<file path="src/rtl/imm_gen_pipe_if.sv">
// Instruction-in / immediate-out handshake bundle for imm_gen_pipe.
// slave = the generator's view, master = the producer/consumer side.
interface imm_gen_pipe_if #(
  parameter int XLEN = 64
);
  logic            in_valid;
  logic            in_ready;
  logic [31:0]     in_inst;
  logic            out_valid;
  logic            out_ready;
  logic [XLEN-1:0] out_imm;
  logic [2:0]      out_fmt;
  logic            out_illegal;

  modport slave (
    input  in_valid, in_inst, out_ready,
    output in_ready, out_valid, out_imm, out_fmt, out_illegal
  );

  modport master (
    output in_valid, in_inst, out_ready,
    input  in_ready, out_valid, out_imm, out_fmt, out_illegal
  );
endinterface

</file>
<file path="src/rtl/imm_gen_pipe.sv">
// RV32/RV64 immediate generator with a 2-entry skid buffer and illegal-opcode counter.
// Optional macro IMM_GEN_PIPE_ZIMM_EN: CSR*I words decode as fmt 5 with zero-extended zimm.
module imm_gen_pipe #(
  parameter int XLEN  = 64,
  parameter int CNT_W = 8
) (
  input  logic             clk,
  input  logic             rst_n,
  input  logic             flush,
  imm_gen_pipe_if.slave    bus,
  output logic [CNT_W-1:0] illegal_cnt
);
  typedef struct packed {
    logic [XLEN-1:0] imm;
    logic [2:0]      fmt;
    logic            ill;
  } res_t;

  localparam logic [2:0] F_I = 3'd0, F_S = 3'd1, F_B = 3'd2, F_U = 3'd3,
                         F_J = 3'd4, F_Z = 3'd5, F_R = 3'd6, F_X = 3'd7;

  logic [31:0] inst;
  logic [31:0] i32;
  res_t        dec;

  assign inst = bus.in_inst;

  always_comb begin
    dec = '0;
    i32 = '0;
    case (inst[6:0])
      7'b0000011, 7'b0010011,
      7'b1100111, 7'b0001111: dec.fmt = F_I;
      7'b0011011:             dec.fmt = (XLEN == 64) ? F_I : F_X;
      7'b0100011:             dec.fmt = F_S;
      7'b1100011:             dec.fmt = F_B;
      7'b0010111, 7'b0110111: dec.fmt = F_U;
      7'b1101111:             dec.fmt = F_J;
      7'b0110011:             dec.fmt = F_R;
      7'b0111011:             dec.fmt = (XLEN == 64) ? F_R : F_X;
`ifdef IMM_GEN_PIPE_ZIMM_EN
      7'b1110011:             dec.fmt = inst[14] ? F_Z : F_I;
`else
      7'b1110011:             dec.fmt = F_I;
`endif
      default:                dec.fmt = F_X;
    endcase
    dec.ill = (dec.fmt == F_X);
    case (dec.fmt)
      F_I:     i32 = {{20{inst[31]}}, inst[31:20]};
      F_S:     i32 = {{20{inst[31]}}, inst[31:25], inst[11:7]};
      F_B:     i32 = {{20{inst[31]}}, inst[7], inst[30:25], inst[11:8], 1'b0};
      F_U:     i32 = {inst[31:12], 12'b0};
      F_J:     i32 = {{12{inst[31]}}, inst[19:12], inst[20], inst[30:21], 1'b0};
      default: i32 = '0;
    endcase
    // Widen by replicating bit 31, then overwrite the low word; works for XLEN 32 and 64.
    dec.imm        = {XLEN{i32[31]}};
    dec.imm[31:0]  = i32;
    if (dec.fmt == F_Z) begin
      dec.imm      = '0;
      dec.imm[4:0] = inst[19:15];
    end
  end

  res_t main_q, skid_q;
  logic main_vld, skid_vld, rdy_q;
  logic accept;

  assign accept = bus.in_valid & rdy_q & ~flush;

  // in_ready is registered as "skid will be empty", so accept never coincides with a full skid.
  always_ff @(posedge clk or negedge rst_n) begin
    if (!rst_n) begin
      main_q   <= '0;
      skid_q   <= '0;
      main_vld <= 1'b0;
      skid_vld <= 1'b0;
      rdy_q    <= 1'b1;
    end else if (flush) begin
      main_vld <= 1'b0;
      skid_vld <= 1'b0;
      rdy_q    <= 1'b1;
    end else if (!main_vld || bus.out_ready) begin
      if (skid_vld) begin
        main_q   <= skid_q;
        main_vld <= 1'b1;
        skid_vld <= 1'b0;
        rdy_q    <= 1'b1;
      end else begin
        main_vld <= accept;
        if (accept) main_q <= dec;
      end
    end else if (accept) begin
      skid_q   <= dec;
      skid_vld <= 1'b1;
      rdy_q    <= 1'b0;
    end
  end

  always_ff @(posedge clk or negedge rst_n) begin
    if (!rst_n)
      illegal_cnt <= '0;
    else if (accept && dec.ill && (illegal_cnt != {CNT_W{1'b1}}))
      illegal_cnt <= illegal_cnt + 1'b1;
  end

  assign bus.in_ready    = rdy_q;
  assign bus.out_valid   = main_vld;
  assign bus.out_imm     = main_q.imm;
  assign bus.out_fmt     = main_q.fmt;
  assign bus.out_illegal = main_q.ill;
endmodule

</file>
<file path="src/flat_wrapper.sv">
// flat-port wrapper written by rule: the top's interface ports become plain ports
module imm_gen_pipe_flat 
#(
  parameter int XLEN  = 64,
  parameter int CNT_W = 8
)
  (clk, rst_n, flush, illegal_cnt, bus_in_valid, bus_in_inst, bus_out_ready, bus_in_ready, bus_out_valid, bus_out_imm, bus_out_fmt, bus_out_illegal);
  imm_gen_pipe_if #(.XLEN(XLEN)) bus_i ();
  input  logic clk;
  input  logic rst_n;
  input  logic flush;
  output logic [CNT_W-1:0] illegal_cnt;
  input wire logic [$bits(bus_i.in_valid)-1:0] bus_in_valid;
  input wire logic [$bits(bus_i.in_inst)-1:0] bus_in_inst;
  input wire logic [$bits(bus_i.out_ready)-1:0] bus_out_ready;
  output wire logic [$bits(bus_i.in_ready)-1:0] bus_in_ready;
  output wire logic [$bits(bus_i.out_valid)-1:0] bus_out_valid;
  output wire logic [$bits(bus_i.out_imm)-1:0] bus_out_imm;
  output wire logic [$bits(bus_i.out_fmt)-1:0] bus_out_fmt;
  output wire logic [$bits(bus_i.out_illegal)-1:0] bus_out_illegal;
  assign bus_i.in_valid = bus_in_valid;
  assign bus_i.in_inst = bus_in_inst;
  assign bus_i.out_ready = bus_out_ready;
  assign bus_in_ready = bus_i.in_ready;
  assign bus_out_valid = bus_i.out_valid;
  assign bus_out_imm = bus_i.out_imm;
  assign bus_out_fmt = bus_i.out_fmt;
  assign bus_out_illegal = bus_i.out_illegal;
  imm_gen_pipe #(.XLEN(XLEN), .CNT_W(CNT_W)) u_core (.clk(clk), .rst_n(rst_n), .flush(flush), .bus(bus_i), .illegal_cnt(illegal_cnt));
endmodule
</file>
<file path="config.mk">
export PLATFORM = sky130hd
export DESIGN_NAME = imm_gen_pipe_flat
export DESIGN_NICKNAME = d
export VERILOG_FILES = /design/src/rtl/imm_gen_pipe_if.sv /design/src/rtl/imm_gen_pipe.sv /design/src/flat_wrapper.sv
export SDC_FILE = /design/constraint.sdc
export NUM_CORES = 1
export LEC_CHECK = 0
export ABC_AREA = 1
export ABC_CLOCK_PERIOD_IN_PS = 2710
export BUFFER_PORTS_ARGS = -buffer_cell sky130_fd_sc_hd__buf_2
export CAP_MARGIN = 25
export CORE_UTILIZATION = 58
export CTS_BUF_LIST = sky130_fd_sc_hd__clkbuf_4 sky130_fd_sc_hd__clkbuf_8 sky130_fd_sc_hd__clkbuf_16
export DETAILED_ROUTE_END_ITERATION = 10
export PLACE_DENSITY = 0.93
export SLEW_MARGIN = 20
export SYNTH_ARGS = -nofsm -noshare
export SYNTH_HDL_FRONTEND = slang
export SYNTH_SLANG_ARGS = --single-unit
</file>
<file path="constraint.sdc">
create_clock -name clk -period 2.71 [get_ports clk]
set_input_delay 0.1355 -clock clk [delete_from_list [all_inputs] [get_ports clk]]
set_output_delay 0.1355 -clock clk [all_outputs]
set_load 0.02 [all_outputs]
</file>
==> results of run 1 <==
[layout make-up]
cell class	count	share of cell area
clock inverters	2	0.002601
clock buffers	14	0.03050
inverters	39	0.02767
multi-input cells	485	0.4018
repair buffers	121	0.1206
flip-flops and latches	83	0.3928
well taps	102	0.02412
[what timing repair did]
action | 4_1_cts | 5_1_grt
gates resized for setup | 0 | 0
endpoints found under the hold margin | 18 | 0
setup endpoints to repair | 0 | 0
hold buffers | 2 | 0
[sequential cells by signal, summed over array words and instances (netlist names)]
register / flops
u_core.bus.out_valid: 1
u_core.skid_q: 36
u_core.bus.out_illegal: 1
u_core.illegal_cnt: 8
u_core.skid_vld: 1
u_core.bus.in_ready: 1
u_core.bus.out_fmt: 3
u_core.bus.out_imm: 32
[critical path: stages, from the launching register on]
cell and delay [ns]:
dfrtp_1 0.65, inv_2 0.07, a21oi_1 0.24, nand2_2 0.32, buf_4 0.36, nor2_1 0.14, nand2_1 0.08, nand2_1 0.06
[how the worst min path moves through the flow]
stage	start	to	slack, ns	depth (start not counted)
after detailed placement	bus_in_valid	u_core.bus.in_ready	0.35	2
final	flush	u_core.bus.in_ready	0.08	3
after global routing	flush	u_core.bus.in_ready	0.07	3
after CTS	flush	u_core.bus.in_ready	0.07	3
after global placement	bus_in_valid	u_core.bus.in_ready	0.31	2
after floorplan	rst_n	u_core.bus.out_fmt[0]	-0.16	0
[cells in the final DEF (no fill, tap or decap), drive strengths merged]
cell type / count
o211ai: 1
nand3: 53
a21boi: 3
dfstp: 1
nor3: 3
xor2: 4
buf: 119
nand2: 213
xnor2: 3
or2: 1
nor2: 138
ha: 1
clkbuf: 14
o21ai: 14
dlygate4sd3: 2
a21oi: 24
clkinv: 2
dfrtp: 82
a31oi: 27
inv: 39
[power groups by stage]
stage	clock (W)	combinational, W	sequential [W]
final	0.000817	0.000830	0.00164
after global routing	0.000869	0.000924	0.00167
after CTS	0.000828	0.000833	0.00164
after detailed placement	0	0.000829	0.00166
after global placement	0	0.000798	0.00164
after floorplan	0	0.000504	0.00174
[per-layer routing]
layer / global-route usage / part of all wire / vias up
met3: 0.03941 / 0.080 / 23
met1: 0.3616 / 0.43 / 2071
met5: 0 / 0 / -
li1: - / - / 2218
met4: 0.1354 / 0.023 / 0
met2: 0.4136 / 0.47 / 220
[cell families (layout without fill, tap and decap cells)]
logic type	after synthesis	in the layout	synth area share
adder cells (fa/ha/maj)	1	1	0.002642
buffers and inverters	102	176	0.1155
AO/OA/AOI/OAI	69	69	0.08296
AND/OR/NAND/NOR	408	408	0.3472
XOR/XNOR	7	7	0.01295
flip-flops	83	83	0.4388
[stage by stage]
stage                     area [µm²]  power [W]  hold WS (ns)  utilization  std cells
after global placement          5081   0.002436        0.3123       0.6508        827
final                           5291   0.003286       0.07828       0.6777        846
after CTS                       5288   0.003297       0.06933       0.6772        846
after floorplan                 4736   0.002248       -0.1601            -        670
after detailed placement        5092   0.002484        0.3534       0.6522        828
after global routing            5291   0.003460       0.06936       0.6777        846
==> impl_metrics.json, run 1 <==
{
  "finalClockSkew_ns": 0.009164,
  "switchingPower_w": 0.001122,
  "switching_share": 0.3414,
  "cts.path.max_buffers": 2,
  "grt_usage": 0.2653,
  "worstSetupStartpointType": "flip-flop",
  "die_y_um": 92.36,
  "syn_to_final_growth_pct": 11.73,
  "hold_class": "in2reg",
  "power_frac_seq": 0.499,
  "fin_crit_ns": 1.981,
  "rr_worst_depth": 7,
  "fillCellCount": 637,
  "path_max_fanout": 30,
  "rsz0062_at_grt": "no",
  "cts_sinks": 83,
  "cp.required_ns": 3.01,
  "cp-startpoint": "u_core.skid_vld",
  "grt_max_degree": 84,
  "path_clk_slew_ns": 0.08,
  "cts_made_buffers": 9,
  "yosys.area.top_type_share": 0.4333,
  "drc": 0,
  "routed_via_density": 5.357,
  "critPathCapture": "u_core.bus.out_imm[29]",
  "internal_power_w": 0.002164,
  "grt_pass1_wl_um": 17910,
  "status": "finished clean",
  "vias": 4532,
  "timing.final.crit_share": 0.7309,
  "final_hold_viol_count": 0,
  "drv_slew": 0,
  "cp-end-kind": "flip-flop",
  "critPathArrivalTime_ns": 2.28,
  "synth_ff_type": "dfrtp_1",
  "reg2reg_slack_ns": 0.73,
  "ant_nets": 0,
  "power_leakage_nw": 3.164,
  "dr.pass1.iters": 5,
  "seqCellArea_mm2": 0.002078,
  "synth_edf_count": 0,
  "port_buffers": 114,
  "async_reset_ff_frac": 1.000,
  "worstSetupPathType": "reg2reg",
  "finalSetupViolations": 0,
  "die_w_um": 92.36,
  "setup-tns-final_ns": 0,
  "syn_inst": 670,
  "ys_ff_latch": 83,
  "worst_pin_slew_ns": 0.7452,
  "io_pins": 115,
  "rows": 32,
  "clockPowerShare": 0.249,
  "cts_max_level": 3,
  "seq_area_frac_synth": 0.4388,
  "drv_cap": 0,
  "synth.area.top_cells": "dfrtp_1, nand2_1, nor2_1",
  "relSlewSlack": 0.5014,
  "syn_avg_cell_area_um2": 7.068,
  "fmax_mhz": 504.9,
  "core_area_mm2": 0.007807,
  "syn_nets": 708,
  "die_area_mm2": 0.008530,
  "diodes": 0,
  "netlist_area_mm2": 0.004736,
  "dp_hpwl_um": 7533,
  "grt_pass1_vias": 3935,
  "nets": 777,
  "r2r_end": "u_core.bus.out_imm[29]",
  "overflow": 0,
  "drive_gt1_frac": 0.2110,
  "p_comb_frac": 0.253,
  "root_buffer": "clkbuf_8",
  "cts_setup_buffers": 0,
  "power.density_mw_per_mm2": 620.9,
  "ir_worst_vdd_v": 0.0003076,
  "start_util": 0.6066,
  "setup_ws_ns": 0.7293,
  "gp_congestion": 1.007,
  "rr_startpoint": "u_core.skid_vld",
  "dp_slack_ns": 0.5644,
  "multi_input_area_mm2": 0.002126,
  "wire_per_inst_um": 12.96,
  "cts_tree": "built",
  "antenna_found_initial": 0,
  "yosysUniqueCellTypes": 29,
  "clk-insertion-delay-late_ns": 0.35,
  "synth_most_common_cell": "nand2_1",
  "ys_warn_count": 0,
  "synthTopCellsByCount": "nand2_1, nor2_1, dfrtp_1",
  "drt_iter0_drc": 369,
  "yosysTopAreaCell": "dfrtp_1",
  "routed_wl_um": 10960
}
Note: power is estimated with default switching activity, not from simulation.
==> inputs of run 2 (changes only) <==
- ABC_CLOCK_PERIOD_IN_PS: 2710 -> 1600
- CORE_UTILIZATION: 58 -> 49
- PLACE_DENSITY: 0.93 -> 0.84
- clock period: 2.71 -> 1.6 ns (I/O delays scaled with it)
==> impl_metrics.json, run 2 (synthesis results as in run 1) <==
{
  "crit_top_cell": "inv_1",
  "finalSetupViolations": 0,
  "cts_max_level": 3,
  "grt_max_degree": 60,
  "crit_chain": "inv_1, nor2_1, inv_1, o21ai_1, o211ai_1, dlygate4sd3_1",
  "rr_worst_depth": 6,
  "critPathArrivalTime_ns": 1.89,
  "post-route-util": 0.6101,
  "final_hold_viol_count": 0,
  "rr_startpoint": "u_core.bus.out_valid",
  "ant_nets": 0,
  "setup-tns-final_ns": 0,
  "worst_pin_slew_ns": 0.7165,
  "cts_made_buffers": 9,
  "ir_worst_vdd_v": 0.0006941,
  "gp_congestion": 0.9992,
  "final_area_mm2": 0.005664,
  "overflow": 0,
  "core_area_mm2": 0.009284,
  "io_pins": 115,
  "dp_slack_ns": 0.002109,
  "hold_depth": 3,
  "reg2reg_slack_ns": 0.01,
  "timing.final.crit_share": 0.9938,
  "cts_sinks": 83,
  "drive_gt1_frac": 0.2365,
  "drc": 0,
  "worstSetupPathType": "reg2reg",
  "vias": 4641,
  "root_buffer": "clkbuf_8",
  "clk-insertion-delay-late_ns": 0.37,
  "drt_iter0_drc": 270,
  "die_w_um": 100.3,
  "r2r_end": "u_core.bus.in_ready",
  "final_cell_mix": "nand2_1, nor2_1, buf_2",
  "dp_hpwl_um": 8292,
  "routed_wl_um": 12330,
  "fin_crit_ns": 1.590,
  "dr.pass1.iters": 5,
  "finalClockSkew_ns": 0.01012,
  "hold_class": "in2reg",
  "setup_ws_ns": 0.009996,
  "layout_commonest_cell": "nand2_1",
  "largest_register_ffs": 36,
  "cp-end-kind": "flip-flop",
  "max_stage_delay_ns": 0.58,
  "power_leakage_nw": 3.307,
  "antenna_found_initial": 0,
  "diodes": 0,
  "die_area_mm2": 0.01006,
  "rows": 35,
  "grt_pass1_wl_um": 20200,
  "drv_cap": 0,
  "grt_usage": 0.2532,
  "finalHoldWorstSlack_ns": 0.004608,
  "cp_slowest_cell": "dlygate4sd3_1",
  "wire_per_inst_um": 13.85,
  "cp-startpoint": "u_core.bus.out_valid",
  "syn_to_final_growth_pct": 19.60,
  "place_area_mm2": 0.005290,
  "worstSetupStartpointType": "flip-flop",
  "holdPathEnd": "u_core.skid_q[4]",
  "path_clk_slew_ns": 0.10,
  "drv_slew": 0,
  "fmax_mhz": 628.9,
  "start_util": 0.5101,
  "worstHoldStart": "bus_in_inst[20]",
  "routed_via_density": 5.215,
  "path_max_fanout": 3,
  "cts_tree": "built",
  "power.density_mw_per_mm2": 1077,
  "relSlewSlack": 0.5206,
  "cp.required_ns": 1.90,
  "nets": 794,
  "port_buffers": 114,
  "status": "finished clean",
  "cts.path.max_buffers": 2,
  "die_y_um": 100.3,
  "regMostFlops": "u_core.skid_q",
  "grt_pass1_vias": 4344
}
[run 2: cell types whose count changed in the layout (fill, tap and decap cells not counted), sizes merged]
cell,change
inv,+4
clkinv,-1
clkbuf,-4
bufinv,+2
buf,+13
dlygate4sd3,+2
nand2,+1
[run 2: area by class of cell]
class / instances / area (µm²)
fillers: 823 / 3620
multi-input cells: 486 / 2181
flip-flops and latches: 83 / 2082
repair buffers: 137 / 864.6
well taps: 129 / 161.4
inverters: 39 / 146.4
clock buffers: 9 / 123.9
clock inverters: 7 / 105.1
[run 2: routing by layer]
layer  track usage  up-vias  share of wire
li1              -     2257              -
met1        0.3297     2156           0.43
met2        0.4226      200           0.49
met3       0.04248       28          0.058
met4       0.09810        0          0.028
met5             0        -              0
[run 2: worst max-delay path by stage]
stage | depth (start not counted) | end
finish | 6 | u_core.bus.in_ready
global route | 6 | u_core.bus.in_ready
CTS | 7 | u_core.bus.out_imm[15]
detailed placement | 9 | u_core.skid_q[28]
global placement | 11 | u_core.bus.out_imm[24]
floorplan | 8 | u_core.illegal_cnt[0]
[run 2: through the flow]
| step | power [W] | std cells |
|---|---|---|
| 2_1_floorplan | 0.003816 | 670 |
| 3_3_place_gp | 0.004194 | 865 |
| 3_5_place_dp | 0.004273 | 865 |
| 4_1_cts | 0.006048 | 885 |
| 5_1_grt | 0.006431 | 890 |
| 6_report | 0.006102 | 890 |
[run 2: power by group]
part | leakage, nW | switching [W] | internal [W] | total (W)
registers | 1.05 | 0.000281 | 0.00251 | 0.00279
logic | 2.13 | 0.000952 | 0.000584 | 0.00154
clock network | 0.118 | 0.000867 | 0.000909 | 0.00178
[run 2: worst max-delay path: cells and delay by family (launching register included)]
kind / cells / cell delay, ns
compound gates: 2 / 0.27
buf+inv: 3 / 0.75
flops: 1 / 0.36
simple gates: 1 / 0.14
[run 2: timing repair]
action,4_1_cts,5_1_grt
hold buffers,4,0
endpoints found under the hold margin,37,0
endpoints found under the setup margin,0,76
gates resized for setup,0,12
setup buffers,0,3
